## config.mk

```make
export PLATFORM = sky130hd
export DESIGN_NAME = logo_scroll_ctrl
export DESIGN_NICKNAME = d
export VERILOG_FILES = /design/src/rtl/logo_scroll_ctrl_pkg.sv /design/src/rtl/logo_scroll_ctrl_edge.sv /design/src/rtl/logo_scroll_ctrl.sv
export SDC_FILE = /design/constraint.sdc
export NUM_CORES = 1
export LEC_CHECK = 0
export BUFFER_PORTS_ARGS = -buffer_cell sky130_fd_sc_hd__clkbuf_2
export CORE_MARGIN = 4
export CORE_UTILIZATION = 50
export DETAILED_ROUTE_END_ITERATION = 8
export GPL_TIMING_DRIVEN = 1
export PLACE_DENSITY = 0.67
export SLEW_MARGIN = 5
export SYNTH_ARGS = -nofsm -noshare
export SYNTH_HDL_FRONTEND = slang
export SYNTH_SLANG_ARGS = --single-unit
```

## constraint.sdc

```tcl
create_clock -name clk -period 2.5 [get_ports clk]
set_input_delay 0.5 -clock clk [delete_from_list [all_inputs] [get_ports clk]]
set_output_delay 0.5 -clock clk [all_outputs]
set_load 0.01 [all_outputs]
```

## src/rtl/logo_scroll_ctrl_pkg.sv

```systemverilog
// logo_scroll_ctrl_pkg: shared types and widths for the logo scroll controller
package logo_scroll_ctrl_pkg;
  localparam int LOGO_DELT_W = 11;
  localparam int CNT_W = 8;
  typedef enum logic [2:0] {
    S_IDLE,
    S_START,
    S_MOVE_R,
    S_PAUSE_R,
    S_MOVE_L,
    S_PAUSE_L
  } state_t;
endpackage

```

## src/rtl/logo_scroll_ctrl_edge.sv

```systemverilog
// logo_scroll_ctrl_edge: vsync falling-edge detector producing the frame tick
module logo_scroll_ctrl_edge (
  input  logic clk,
  input  logic rst,
  input  logic i_vsync,
  output logic o_tick,
  output logic o_frame_tick
);
  logic r_vsync_d, r_armed, r_tick;
  // r_armed blocks a false edge when vsync is already low at reset release
  assign o_tick = r_vsync_d & r_armed & ~i_vsync;
  assign o_frame_tick = r_tick;
  always_ff @(posedge clk or negedge rst)
    if (!rst) begin
      r_vsync_d <= 1'b1;
      r_armed <= 1'b0;
      r_tick <= 1'b0;
    end else begin
      r_vsync_d <= i_vsync;
      r_armed <= r_armed | i_vsync;
      r_tick <= o_tick;
    end
endmodule

```

## src/rtl/logo_scroll_ctrl.sv

```systemverilog
// logo_scroll_ctrl: frame-synchronous bounce animation for the VGA logo overlay
module logo_scroll_ctrl
  import logo_scroll_ctrl_pkg::*;
#(
  parameter int STEP = 2,
  parameter int MAX_DELT = 200,
  parameter int PAUSE_FRAMES = 30,
  parameter int START_FRAMES = 60
) (
  input  logic                   clk,
  input  logic                   rst,
  input  logic                   vsync,
  input  logic                   run,
  output logic [LOGO_DELT_W-1:0] delt,
  output logic                   enble,
  output logic                   dir,
  output logic                   frame_tick
);
  localparam int DW = LOGO_DELT_W;
  localparam logic [DW:0] STEP_X = STEP[DW:0];
  localparam logic [DW:0] MAX_X = MAX_DELT[DW:0];
  localparam logic [CNT_W-1:0] START_LAST = CNT_W'(START_FRAMES - 1);
  localparam logic [CNT_W-1:0] PAUSE_LAST = CNT_W'(PAUSE_FRAMES - 1);
  state_t r_state, w_state;
  logic [CNT_W-1:0] r_cnt, w_cnt;
  logic [DW-1:0] r_delt, w_delt, w_up, w_dn;
  logic [DW:0] w_sum;
  logic r_enble, w_enble, r_dir, w_dir, w_tick;
  logo_scroll_ctrl_edge u_edge (
    .clk         (clk),
    .rst         (rst),
    .i_vsync     (vsync),
    .o_tick      (w_tick),
    .o_frame_tick(frame_tick)
  );
  // one bit of headroom so the clamp sees the true sum
  assign w_sum = {1'b0, r_delt} + STEP_X;
  assign w_up = (w_sum >= MAX_X) ? MAX_X[DW-1:0] : w_sum[DW-1:0];
  assign w_dn = ({1'b0, r_delt} <= STEP_X) ? '0 : r_delt - STEP_X[DW-1:0];
  assign delt = r_delt;
  assign enble = r_enble;
  assign dir = r_dir;
  always_comb begin
    w_state = r_state;
    w_cnt = r_cnt;
    w_delt = r_delt;
    w_enble = r_enble;
    w_dir = r_dir;
    case (r_state)
      S_IDLE: begin
        w_delt = '0;
        w_enble = run;
        w_dir = 1'b0;
        w_cnt = '0;
        w_state = run ? S_START : S_IDLE;
      end
      S_START: begin
        w_cnt = (r_cnt == START_LAST) ? '0 : r_cnt + 1'b1;
        w_state = (r_cnt == START_LAST) ? S_MOVE_R : S_START;
      end
      S_MOVE_R: begin
        w_delt = w_up;
        w_state = (w_up == MAX_X[DW-1:0]) ? S_PAUSE_R : S_MOVE_R;
      end
      S_PAUSE_R: begin
        w_cnt = (r_cnt == PAUSE_LAST) ? '0 : r_cnt + 1'b1;
        w_dir = (r_cnt == PAUSE_LAST) ? 1'b1 : r_dir;
        w_state = (r_cnt == PAUSE_LAST) ? S_MOVE_L : S_PAUSE_R;
      end
      S_MOVE_L: begin
        w_delt = w_dn;
        w_state = (w_dn == '0) ? S_PAUSE_L : S_MOVE_L;
      end
      S_PAUSE_L: begin
        w_cnt = (r_cnt == PAUSE_LAST) ? '0 : r_cnt + 1'b1;
        w_dir = (r_cnt == PAUSE_LAST) ? 1'b0 : r_dir;
        w_state = (r_cnt == PAUSE_LAST) ? S_MOVE_R : S_PAUSE_L;
      end
      default: w_state = S_IDLE;
    endcase
    if (!run && r_state != S_IDLE) begin
      w_state = S_IDLE;
      w_cnt = '0;
      w_delt = '0;
      w_enble = 1'b0;
      w_dir = 1'b0;
    end
  end
  always_ff @(posedge clk or negedge rst)
    if (!rst) begin
      r_state <= S_IDLE;
      r_cnt <= '0;
      r_delt <= '0;
      r_enble <= 1'b0;
      r_dir <= 1'b0;
    end else if (w_tick) begin
      r_state <= w_state;
      r_cnt <= w_cnt;
      r_delt <= w_delt;
      r_enble <= w_enble;
      r_dir <= w_dir;
    end
endmodule
```

## After elaboration in Yosys (flattened, before gate mapping)

Cells that the tools add are included.

| storage, ports and cells | value |
|---|---|
| bits in registers | 27 |
| input port bits | 4 |
| output and inout port bits | 14 |

| operators by class | value |
|---|---|
| add/sub/neg operators | 3 |
| magnitude comparators | 2 |
| equality and inequality tests | 10 |
| multiplexer cells | 22 |
| bitwise gates (word level) | 4 |
| reduce and logical (&&, ||, !) cells | 14 |

Operator list:

| kind | count |
|---|---|
| $mux 11 | 3 |
| $pmux 11 s3 | 1 |
| $mux 8 | 3 |
| $pmux 8 s3 | 1 |
| $pmux 3 s6 | 1 |
| $add 11x2->12 const B | 1 |
| $ge 12x8->1 const B | 1 |
| $reduce_bool 4->1 | 3 |
| $eq 11x8->1 const B | 1 |
| $le 11x2->1 const B | 1 |
| $logic_not 11->1 | 1 |
| $sub 11x2->11 const B | 1 |
| $mux 3 | 3 |
| $add 8x1->8 const B | 1 |
| $eq 8x5->1 const B | 1 |
| $eq 8x6->1 const B | 1 |
| $mux 1 | 8 |
| $eq 3x2->1 const B | 2 |
| $eq 3x3->1 const B | 2 |
| $ne 3x3->1 const B | 2 |
| $reduce_and 2->1 | 3 |
| $reduce_and 4->1 | 1 |
| $eq 3x1->1 const B | 1 |
| $logic_not 3->1 | 1 |
| other kinds (10) | 11 |

## Logic depth before layout (Yosys ltp)

| logic depth | value |
|---|---|
| depth after elaboration | 7 |
| gate-level depth with buffers | 9 |
| gate-level depth less buffers | 7 |

## Modules after synthesis

A second synthesis with hierarchy kept.

| unflattened totals | value |
|---|---|
| cells, all modules | 226 |
| area total of the unflattened synthesis | 1949.4 um2 |

By module, submodules not included:

| module | times used | cells each | area each (um2) | seq. area each (um2) |
|---|---|---|---|---|
| logo_scroll_ctrl | 1 | 221 | 1856.8 | 600.6 |
| logo_scroll_ctrl_edge | 1 | 5 | 92.6 | 76.3 |

## Worst setup path before layout

OpenSTA, ideal clock, no wires.

| timing | value |
|---|---|
| path type | register to register |
| start | reg r_delt[1], in the netlist delt[1] |
| end | reg r_delt[5], in the netlist delt[5] |
| setup time | 0.064 ns |
| data arrival time | 1.995 ns |
| slack | 0.441 ns |
| stages on the path, launching flop included | 9 |
| path buffers | 2 |
| cells stage by stage | dfrtp_1 -> buf_2 -> inv_1 -> ha_1 -> o2111a_1 -> clkbuf_1 -> or2_2 -> a2bb2oi_1 -> a21bo_2 |

| on the way | value |
|---|---|
| cells in the longest elaborated chain, start to end | 5 |

Ends and longest elaborated chain:

| what | RTL line | source |
|---|---|---|
| from (decl) | logo_scroll_ctrl.sv:26 | `logic [DW-1:0] r_delt, w_delt, w_up, w_dn;` |
| from (signal assigned) | logo_scroll_ctrl.sv:99 | `r_delt <= w_delt;` |
| $add 11x2->12 | logo_scroll_ctrl.sv:37 | `assign w_sum = {1'b0, r_delt} + STEP_X;` |
| $ge 12x8->1 | logo_scroll_ctrl.sv:38 | `assign w_up = (w_sum >= MAX_X) ? MAX_X[DW-1:0] : w_sum[DW-1:0];` |
| $mux 11 | logo_scroll_ctrl.sv:38 |  |
| $pmux 11 s3 (*) | logo_scroll_ctrl.sv:49 | `case (r_state)` |
| $mux 11 (*) | logo_scroll_ctrl.sv:81 | `if (!run && r_state != S_IDLE) begin` |

Mark *: on every way between the ends. The rest lies on a longest branch, timed or not.
A chain may end at the register's enable or synchronous reset.

## Worst setup path in the final report

| timing | value |
|---|---|
| start | reg r_delt[2], in the netlist delt[2] |
| end | reg r_delt[2], in the netlist delt[2] |

The elaborated chain is that of the path after synthesis.

==> flow_metrics.py <==
metrics = {
    "route": {
        "postRouteAntennaNets": 0,
        "first_iter_violations": 145,
        "post-route-drc-count": 0,
        "wl_per_cell_um": 16.0,
        "vias": 1827,
        "drt_pass1_iterations": 4,
        "vias_per_cell": 6.17,
        "routed_wl_mm": 4.72,
    },
    "die": {
        "die_h_um": 70.9,
        "core_area_mm2": 0.00374,
        "start_util_pct": 52.9,
        "rows": 22,
        "dieArea_mm2": 0.00503,
        "io_pins": 18,
        "die_w_um": 70.9,
    },
    "finish": {
        "nets": 258,
        "finish.instance_area_mm2": 0.00215,
        "n_antenna_cell": 0,
        "fin_util_pct": 57.6,
        "drive_above_1_share_pct": 16.5,
        "synthToLayoutAreaGrowth_pct": 8.85,
    },
    "power_and_ir_drop": {
        "p_leak_nw": 0.935,
        "p_total_mw": 0.838,
        "pwr-share-clk_pct": 30.2,
        "switching_share_pct": 27.4,
        "intPower_mw": 0.609,
        "seq_power_share_pct": 57.2,
        "p_comb_share_pct": 12.5,
        "powerDensity_mw_per_mm2": 389,
        "ir_drop_uv": 283,
        "p_sw_mw": 0.229,
    },
    "logic_synthesis": {
        "synth-simple-area-share_pct": 25.5,
        "synth.avg_cell_area_um2": 8.42,
        "synthMuxAreaShare_pct": 0.506,
        "async_flop_share_pct": 100,
        "synth_seq_area_share_pct": 34.2,
        "synth_edf_count": 0,
        "synthTopCellsByCount": "26 x dfrtp_1, 20 x nor2_1, 18 x nand2_1, 18 x o21ai_0, 12 x a21oi_1",
        "synthFlopType": "dfrtp_1",
        "yosys.area.top_type": "dfrtp_1",
        "synth_compound_area_share_pct": 27.8,
        "synth_top_family_by_area": "compound AO/OA/AOI/OAI gates",
        "synth_area_leaders": "dfrtp_1 33%, o21ai_0 4.6%, nor2_1 3.8%",
        "yosys.area.top_type_share_pct": 32.9,
        "yosys_warnings": 0,
        "synth_nets": 244,
        "syn_inst": 235,
        "ys_seq_elements": 27,
        "synth_area_mm2": 0.00198,
        "synth_most_common_cell": "dfrtp_1",
        "synthAdderAreaFrac_pct": 3.67,
        "synthXorXnorAreaFrac_pct": 2.65,
        "ys_types": 58,
    },
    "sta": {
        "rsz0062_at_grt": "false",
        "worst_slew_pin_slew_ps": 679,
        "final-setup-viol-count": 0,
        "drv_slew": 0,
        "tns_ps": 0,
        "min_period_ps": 2210,
        "hold_viol_final": 0,
        "whs_ps": 240,
        "period_share_pct": 88.5,
        "relSlewSlack_pct": 54.7,
        "fin_worst_skew_ps": 3.99,
        "fmax_ghz": 0.452,
    },
    "clocking": {
        "cts_tree": "built",
        "postCtsSetupRepairBufs": 0,
        "ctsHoldBuffers": 0,
        "root_buffer": "clkbuf_8",
        "cts.reportedPaths.clkPinSlew_ps": 90,
        "clock-sinks": 27,
        "clockBufferDepth": 2,
        "clk-insertion-delay-late_ps": 280,
        "cts_max_level": 1,
        "cts_resized": 0,
        "cts_inserted_buffers": 3,
    },
    "global_route": {
        "antenna_found_initial": 0,
        "gr-total-overflow": 0,
        "grt_max_degree": 28,
        "grt_usage_pct": 20.0,
        "grt_pass1_wl_mm": 8.10,
        "grt_pass1_vias": 1629,
    },
    "critical_path": {
        "worst-endpoint-required_ps": 2660,
        "end_kind": "register",
        "worstPathMaxFanout": 12,
        "slowest_delay_ps": 570,
        "critPathKind": "reg2reg",
        "critical_path.slowest_cell": "dfrtp_1",
        "ff2ff_path_depth": 6,
        "worst_ep_arrival_time_ps": 2380,
        "start_kind": "register",
        "worstPathCellList": "ha_1, nor2b_1, nand4_1, a311oi_4, nor4_2, a221o_1",
    },
    "place": {
        "place_area_mm2": 0.00211,
        "dp_hpwl_mm": 3.45,
        "gp_congestion": 0.887,
        "io_buffers": 17,
    },
    "outcome": {
        "status": "finished, final reports clean",
    },
    "job": {
        "cap_violations": 0,
    },
    "min_path": {
        "hold_path.class": "in2async",
    },
}
-- path summary, 6_finish.rpt --
path | start | endpoint | slack [ps]
max in group asynchronous | rst | delt[5] | 1820
worst min register to register | u_edge.r_armed | u_edge.r_armed | 480
worst max-delay path | delt[2] | delt[2] | 290
min in group clk | vsync | u_edge.r_vsync_d | 310
worst min-delay path | rst | r_cnt[2] | 240
worst max register to register | delt[2] | delt[2] | 290
-- layer usage --
layer	track usage, %	routed length, um	share of wire [%]	up-vias
li1	-	-	-	904
met1	30.9	2420	51	861
met2	28.8	2000	42	57
met3	3.41	241	5.1	5
met4	5.01	58	1.2	0
met5	0	0	0	-
-- power groups by stage --
| stage | Clock, mW | Combinational (mW) | Sequential, mW |
|---|---|---|---|
| 2_1_floorplan | 0 | 0.0748 | 0.480 |
| 3_3_place_gp | 0 | 0.105 | 0.488 |
| 3_5_place_dp | 0 | 0.106 | 0.488 |
| 4_1_cts | 0.270 | 0.106 | 0.479 |
| 5_1_grt | 0.288 | 0.123 | 0.484 |
| 6_report | 0.253 | 0.105 | 0.479 |
-- kinds of logic (layout without fill, tap and decap cells) --
logic type,count (synthesis),count (layout)
muxes,1,1
DFF,27,27
buffers and inverters,25,38
adders and majority gates,6,6
xor gates and xnor gates,6,6
and+or+nand+nor,93,93
AOI/OAI and AO/OA,77,77
-- metrics by stage --
step	cells	setup slack, ps
2_1_floorplan	235	441
3_3_place_gp	292	395
3_5_place_dp	292	317
4_1_cts	296	301
5_1_grt	296	136
6_report	296	287
-- critical path, delay by kind of cell, from the launching register on --
family	cells	cell delay, ps
AOI/OAI and AO/OA	2	740
adders and majority gates	1	350
DFF	1	570
and+or+nand+nor	3	440
-- cell usage in the layout, fill, tap and decap left out, drive strengths merged, types with 4 or more instances in the layout --
| cell | count |
|---|---|
| nor2 | 20 |
| a21oi | 12 |
| nand2 | 19 |
| nand3 | 11 |
| nand4 | 4 |
| o21ai | 20 |
| or3 | 5 |
| nor2b | 4 |
| o31ai | 10 |
| ha | 5 |
| inv | 9 |
| nand2b | 4 |
| nor3 | 7 |
| a22o | 4 |
| dfrtp | 26 |
| a21o | 4 |
| clkbuf | 20 |
| buf | 8 |
| xnor2 | 4 |
-- state kept, by name (all words and copies together), names as in the netlist --
name / count
u_edge.r_armed: 1
delt: 11
u_edge.r_vsync_d: 1
dir: 1
enble: 1
u_edge.o_frame_tick: 1
r_state: 3
r_cnt: 8
-- final cells by class --
type / count / area, um2
clock buffers: 3 / 41.3
clock inverters: 1 / 7.51
fillers: 349 / 1590
inverters: 9 / 33.8
multi-input cells: 183 / 1190
flip-flops and latches: 27 / 677
well taps: 48 / 60.1
repair buffers: 25 / 145
No activity file was read; power rests on OpenSTA's default activity.
